===== config.mk =====
export PLATFORM = sky130hd
export DESIGN_NAME = reg_unlock_mgr
export DESIGN_NICKNAME = d
export VERILOG_FILES = /design/src/rtl/rv64g_pkg.sv /design/src/rtl/reg_lock_cnt.sv /design/src/rtl/reg_unlock_mgr.sv
export SDC_FILE = /design/constraint.sdc
export NUM_CORES = 1
export LEC_CHECK = 0
export CAP_MARGIN = 15
export CORE_MARGIN = 2
export CORE_UTILIZATION = 55
export CTS_BUF_LIST = sky130_fd_sc_hd__clkbuf_8
export DETAILED_ROUTE_END_ITERATION = 12
export GPL_TIMING_DRIVEN = 1
export PLACE_DENSITY = 0.82
export SLEW_MARGIN = 10
export SYNTH_ARGS = -nofsm -noshare
export SYNTH_HDL_FRONTEND = slang
export SYNTH_SLANG_ARGS = --single-unit

===== constraint.sdc =====
create_clock -name clk_i -period 3.83 [get_ports clk_i]
set_input_delay 0.766 -clock clk_i [delete_from_list [all_inputs] [get_ports clk_i]]
set_output_delay 0.766 -clock clk_i [all_outputs]
set_load 0.02 [all_outputs]

===== src/rtl/rv64g_pkg.sv =====
// Shared RV64G core definitions: architectural register count and register index type.
package rv64g_pkg;

    localparam int NUM_REGS = 32;

    typedef logic [$clog2(NUM_REGS)-1:0] reg_idx_t;

endpackage


===== src/rtl/reg_lock_cnt.sv =====
// One per-register in-flight write counter: saturating at MAX_INFL, clamping at zero on underflow.
module reg_lock_cnt #(
    parameter int MAX_INFL = 3,
    parameter int DW       = 2
) (
    input  logic          clk,
    input  logic          srst,
    input  logic          clear,
    input  logic          inc,
    input  logic [DW-1:0] dec,
    output logic          nonzero,
    output logic          full,
    output logic          underflow
);

    localparam int CW = $clog2(MAX_INFL + 1);
    localparam int SW = ((CW > DW) ? CW : DW) + 1;

    logic [CW-1:0] cnt_reg;
    logic [CW-1:0] cnt_next;
    logic [SW-1:0] total;
    logic [SW-1:0] dec_ext;

    // Issue and write-back in the same cycle cancel; more write-backs than pending clamp to zero.
    always_comb begin
        total     = SW'(cnt_reg) + SW'(inc);
        dec_ext   = SW'(dec);
        underflow = 1'b0;
        cnt_next  = cnt_reg;
        if (clear) begin
            cnt_next = '0;
        end else if (dec_ext > total) begin
            cnt_next  = '0;
            underflow = 1'b1;
        end else begin
            cnt_next = CW'(total - dec_ext);
        end
    end

    always_ff @(posedge clk) begin
        if (srst) begin
            cnt_reg <= '0;
        end else begin
            cnt_reg <= cnt_next;
        end
    end

    assign nonzero = |cnt_reg;
    assign full    = (cnt_reg == CW'(MAX_INFL));

endmodule


===== src/rtl/reg_unlock_mgr.sv =====
// Issue-stage register lock tracker with per-register in-flight counters and a lock-all jump flag.
// Define REG_UNLOCK_MGR_ERR_EN to implement the sticky unlock error flag; otherwise unlock_err_o is 0.
module reg_unlock_mgr
    import rv64g_pkg::*;
#(
    parameter int NUM_WB   = 2,
    parameter int MAX_INFL = 3
) (
    input  logic                  clk_i,
    input  logic                  rst_i,
    input  logic                  issue_valid_i,
    input  logic                  issue_jump_i,
    input  reg_idx_t              issue_rd_i,
    output logic                  issue_ready_o,
    input  logic [NUM_WB-1:0]     wb_valid_i,
    input  reg_idx_t [NUM_WB-1:0] wb_rd_i,
    input  logic                  jump_done_i,
    input  logic                  flush_i,
    output logic [NUM_REGS-1:0]   locks_o,
    output logic                  unlock_err_o
);

    localparam int NR = NUM_REGS;
    localparam int DW = $clog2(NUM_WB + 1);

    logic          jump_lock_q;
    logic          accept;
    logic [NR-1:0] full_vec;
    logic [NR-1:1] nonzero_vec;
    logic [NR-1:1] underflow_vec;

    // x0 is never tracked, so it can never be full.
    assign full_vec[0]   = 1'b0;
    assign issue_ready_o = ~jump_lock_q &
                           (issue_jump_i | (issue_rd_i == '0) | ~full_vec[issue_rd_i]);
    assign accept        = issue_valid_i & issue_ready_o;
    assign locks_o[0]    = jump_lock_q;

    for (genvar gi = 1; gi < NR; gi++) begin : g_reg
        logic          inc;
        logic [DW-1:0] dec;

        assign inc = accept & ~issue_jump_i & (issue_rd_i == reg_idx_t'(gi));

        // Several write-back ports may retire the same destination in one cycle.
        always_comb begin
            dec = '0;
            for (int p = 0; p < NUM_WB; p++) begin
                if (wb_valid_i[p] && (wb_rd_i[p] == reg_idx_t'(gi))) begin
                    dec = dec + DW'(1);
                end
            end
        end

        reg_lock_cnt #(
            .MAX_INFL (MAX_INFL),
            .DW       (DW)
        ) u_cnt (
            .clk       (clk_i),
            .srst      (rst_i),
            .clear     (flush_i),
            .inc       (inc),
            .dec       (dec),
            .nonzero   (nonzero_vec[gi]),
            .full      (full_vec[gi]),
            .underflow (underflow_vec[gi])
        );

        assign locks_o[gi] = jump_lock_q | nonzero_vec[gi];
    end

    // A jump cannot be accepted while the lock is held, so set and release never collide.
    always_ff @(posedge clk_i) begin
        if (rst_i) begin
            jump_lock_q <= 1'b0;
        end else if (flush_i) begin
            jump_lock_q <= 1'b0;
        end else if (accept && issue_jump_i) begin
            jump_lock_q <= 1'b1;
        end else if (jump_done_i) begin
            jump_lock_q <= 1'b0;
        end
    end

`ifdef REG_UNLOCK_MGR_ERR_EN
    logic err_q;

    always_ff @(posedge clk_i) begin
        if (rst_i) begin
            err_q <= 1'b0;
        end else if (!flush_i && (|underflow_vec)) begin
            err_q <= 1'b1;
        end
    end

    assign unlock_err_o = err_q;
`else
    logic unused_underflow;

    assign unused_underflow = |underflow_vec;
    assign unlock_err_o     = 1'b0;
`endif

endmodule


==> results_dict.tcl <==
set metrics [dict create \
    antenna_violating_nets_left 0 \
    avg_inst_size_synth_um2 7.86 \
    grt-ovfl-total 0 \
    most-common-layout-cells "sky130_fd_sc_hd__ha_1 (186), sky130_fd_sc_hd__nor2_1 (121), sky130_fd_sc_hd__inv_1 (95), sky130_fd_sc_hd__nand2_1 (73), sky130_fd_sc_hd__dfxtp_1 (63)" \
    weighted_congestion_reported_at_the_end_of_routability_driven_placement 0.956 \
    synth-edff-count 0 \
    maxSlewHeadroom 0.604 \
    worst_pin_slew_ns 0.595 \
    net_count_of_the_mapped_netlist 1042 \
    initial_antenna_violation_count 0 \
    min_from "g_reg[22].u_cnt.cnt_reg[0]" \
    setup_violations 0 \
    grt_start_max_net_pins 36 \
    place.detailed.instances 1059 \
    arrival_ns 3.74 \
    clkSinkCount 63 \
    drv_slew 0 \
    cts-hold-fix-buffers 0 \
    stdcell_count 1073 \
    p_int_mw 1.09 \
    drt_first_pass_iters 9 \
    first_pass_grt_wire_length_mm 28.0 \
    via_count 5982 \
    cts.reportedPaths.clkPinSlew_ns 0.07 \
    timing.critical_path.to_type "flop" \
    comb_power_share 0.205 \
    insertedDiodeCount 0 \
    number_of_global_route_vias_before_repair 5818 \
    cts_repair_resize_count 1 \
    worst-setup-path-type "input port to flop" \
    cellLeakagePower_nw 3.61 \
    synth_sequential_area_ratio 0.193 \
    synth_ff_type "sky130_fd_sc_hd__dfxtp_1" \
    die_area_um2 12800 \
    core_area_um2 11500 \
    multiInputGateArea_um2 4820 \
    floorplan.initialDensity 0.569 \
    power_switching_share 0.294 \
    synthesis.instances 833 \
    critical_path.startpoint "issue_valid_i" \
    route.detailed.vias_per_inst 5.58 \
    clock_insertion_delay_worst_skew_ns 0.36 \
    final-hold-violation-count 0 \
    min_period_over_period 0.899 \
    hpwlAfterDp_mm 12.6 \
    layout.area.seq_um2 1260 \
    power.ir.vdd_worst_v 0.000121 \
    p_sw_uw 455 \
    crit_path_start_kind "input port" \
    post_synthesis_cell_area_um2 6550 \
    critical_path.reg2reg.startpoint "g_reg[3].u_cnt.cnt_reg[1]" \
    clockRootBuffer "sky130_fd_sc_hd__clkbuf_8" \
    cts_setup_buffers 0 \
    tritoncts "built" \
    post_route_cells_drive_above_1_share 0.0796 \
    violations_in_the_final_reports "design-rule violations" \
    clkPwrFrac 0.363 \
    max_fanout_on_critical_path 8 \
    skew_ns 0.00623 \
    largest_reg_flops 62 \
    net_count_reported_at_finish 1136 \
    run_status "finished with violations" \
    number_of_buffers_added_by_the_clock_tree_synthesis_step 9 \
    power_frac_seq 0.432 \
    number_of_register_bits_inferred_by_synthesis 63 \
    finalCriticalPeriod_ns 3.44 \
    synth.lib_cells_used.distinct 43 \
    synth_largest_area_cell "sky130_fd_sc_hd__ha_1" \
    grt_util_all_layers 0.275 \
    cts-htree-levels 3 \
    rsz0062_at_grt "no" \
    die_w_um 113 \
    port_buffers 55 \
    drt_drc_violations_left 4 \
    asyncSetResetFlopFracSynth 0 \
    core.rowCount 39 \
    synth_largest_type_area_fraction 0.355 \
    design.portCount 57 \
    hold_path_class "flop to flop" \
    required_arrival_time_at_the_worst_endpoint_ns 4.13 \
    routedWlPerCell_um 15.4 \
    final_common_cell "sky130_fd_sc_hd__ha_1" \
    max_freq_ghz 0.290 \
    syn2layout_area_growth_pct 18.0 \
    postRouteWirelength_mm 16.5 \
    yosys_warnings 0 \
    initialDrtViolationCount 444 \
    synth_area_leaders "sky130_fd_sc_hd__ha_1 (36%), sky130_fd_sc_hd__dfxtp_1 (19%), sky130_fd_sc_hd__nor2_1 (7.0%), sky130_fd_sc_hd__inv_1 (5.4%), sky130_fd_sc_hd__nand2_1 (4.2%)" \
    max-cap-violations 0 \
    power_density_nw_per_um2 200 \
    die_height_um 113 \
    fillCellCount 936 \
    cts-root-to-sink-buffers 2 \
    timing.setup.tns_ns 0 \
]
## cell usage after synthesis, types with 2 or more instances
master	n
sky130_fd_sc_hd__nor3b_1	2
sky130_fd_sc_hd__nand4_1	3
sky130_fd_sc_hd__nor4_4	2
sky130_fd_sc_hd__nor2_1	122
sky130_fd_sc_hd__o21ai_0	32
sky130_fd_sc_hd__o2111ai_1	2
sky130_fd_sc_hd__and2_1	4
sky130_fd_sc_hd__nor2b_1	35
sky130_fd_sc_hd__nand2_1	73
sky130_fd_sc_hd__dfxtp_1	63
sky130_fd_sc_hd__buf_6	3
sky130_fd_sc_hd__nor3_1	43
sky130_fd_sc_hd__or2_2	2
sky130_fd_sc_hd__xor2_1	31
sky130_fd_sc_hd__inv_1	94
sky130_fd_sc_hd__a21oi_1	36
sky130_fd_sc_hd__buf_2	2
sky130_fd_sc_hd__nand3b_1	5
sky130_fd_sc_hd__nand3_1	10
sky130_fd_sc_hd__nand2b_1	8
sky130_fd_sc_hd__o211ai_2	2
sky130_fd_sc_hd__o211ai_1	4
sky130_fd_sc_hd__and3_1	2
sky130_fd_sc_hd__clkbuf_1	12
sky130_fd_sc_hd__buf_4	4
sky130_fd_sc_hd__ha_1	186
sky130_fd_sc_hd__or3_1	35
## cells by family (layout without fill, tap and decap cells)
logic type,Yosys count,in the layout,share of synthesized area
mux,1,1,0.00344
buf+inv,115,212,0.0720
xor+xnor,31,31,0.0415
compound gates,86,86,0.0760
simple gates,350,350,0.259
fa+ha+maj,186,186,0.355
other cells,1,1,0.000573
flops,63,63,0.193
## through the flow
step | power (mW) | setup WS (ns) | area [µm²] | hold slack (ns) | utilization
after floorplan | 0.867 | 0.473 | 6550 | 0.660 | -
after global placement | 0.991 | -0.173 | 7530 | 0.742 | 0.654
after detailed placement | 0.996 | -0.239 | 7530 | 0.742 | 0.654
after CTS | 1.55 | 0.0559 | 7710 | 0.760 | 0.670
after global routing | 1.62 | 0.166 | 7720 | 0.801 | 0.671
final | 1.55 | 0.386 | 7720 | 0.759 | 0.671
## critical path, stage by stage
cell                              delay (ns)
sky130_fd_sc_hd__clkdlybuf4s50_1        0.46
sky130_fd_sc_hd__nor2b_1                0.33
sky130_fd_sc_hd__nand3_1                0.47
sky130_fd_sc_hd__nor3_1                 0.43
sky130_fd_sc_hd__ha_1                   0.22
sky130_fd_sc_hd__ha_1                   0.22
sky130_fd_sc_hd__inv_1                  0.06
sky130_fd_sc_hd__ha_1                   0.25
sky130_fd_sc_hd__nor2b_1                0.15
sky130_fd_sc_hd__o21ai_0                0.16
sky130_fd_sc_hd__nand2_1                0.10
sky130_fd_sc_hd__nor2_1                 0.13
## area by class of cell
type,count,share of cell area
Clock inverter,1,0.000486
Timing Repair Buffer,104,0.121
Tap cell,143,0.0232
Clock buffer,13,0.0232
Multi-Input combinational cell,655,0.624
Inverter,94,0.0457
Sequential cell,63,0.163
## power groups by stage
| stage | clock network, mW | logic, mW | registers, mW |
|---|---|---|---|
| floorplan | 0 | 0.186 | 0.681 |
| global route | 0.608 | 0.348 | 0.669 |
| finish | 0.561 | 0.318 | 0.668 |
| global placement | 0 | 0.309 | 0.683 |
| detailed placement | 0 | 0.313 | 0.683 |
| CTS | 0.564 | 0.315 | 0.668 |
## path summary, 6_finish.rpt
path	cells past startpoint	to	slack, ns
worst max register to register	14	g_reg[2].u_cnt.cnt_reg[1]	0.65
worst max-delay path	12	g_reg[26].u_cnt.cnt_reg[1]	0.39
worst min-delay path	3	g_reg[22].u_cnt.cnt_reg[0]	0.76
worst min register to register	3	g_reg[22].u_cnt.cnt_reg[0]	0.76
## routing by layer
metal,routed length [µm],vias up,global-route usage,share of wire
li1,-,2970,-,-
met1,7300,2747,0.352,0.44
met2,7580,213,0.449,0.46
met3,1070,52,0.0455,0.065
met4,549,0,0.133,0.033
met5,0,-,0,0
Note: power is estimated with default switching activity, not from simulation.
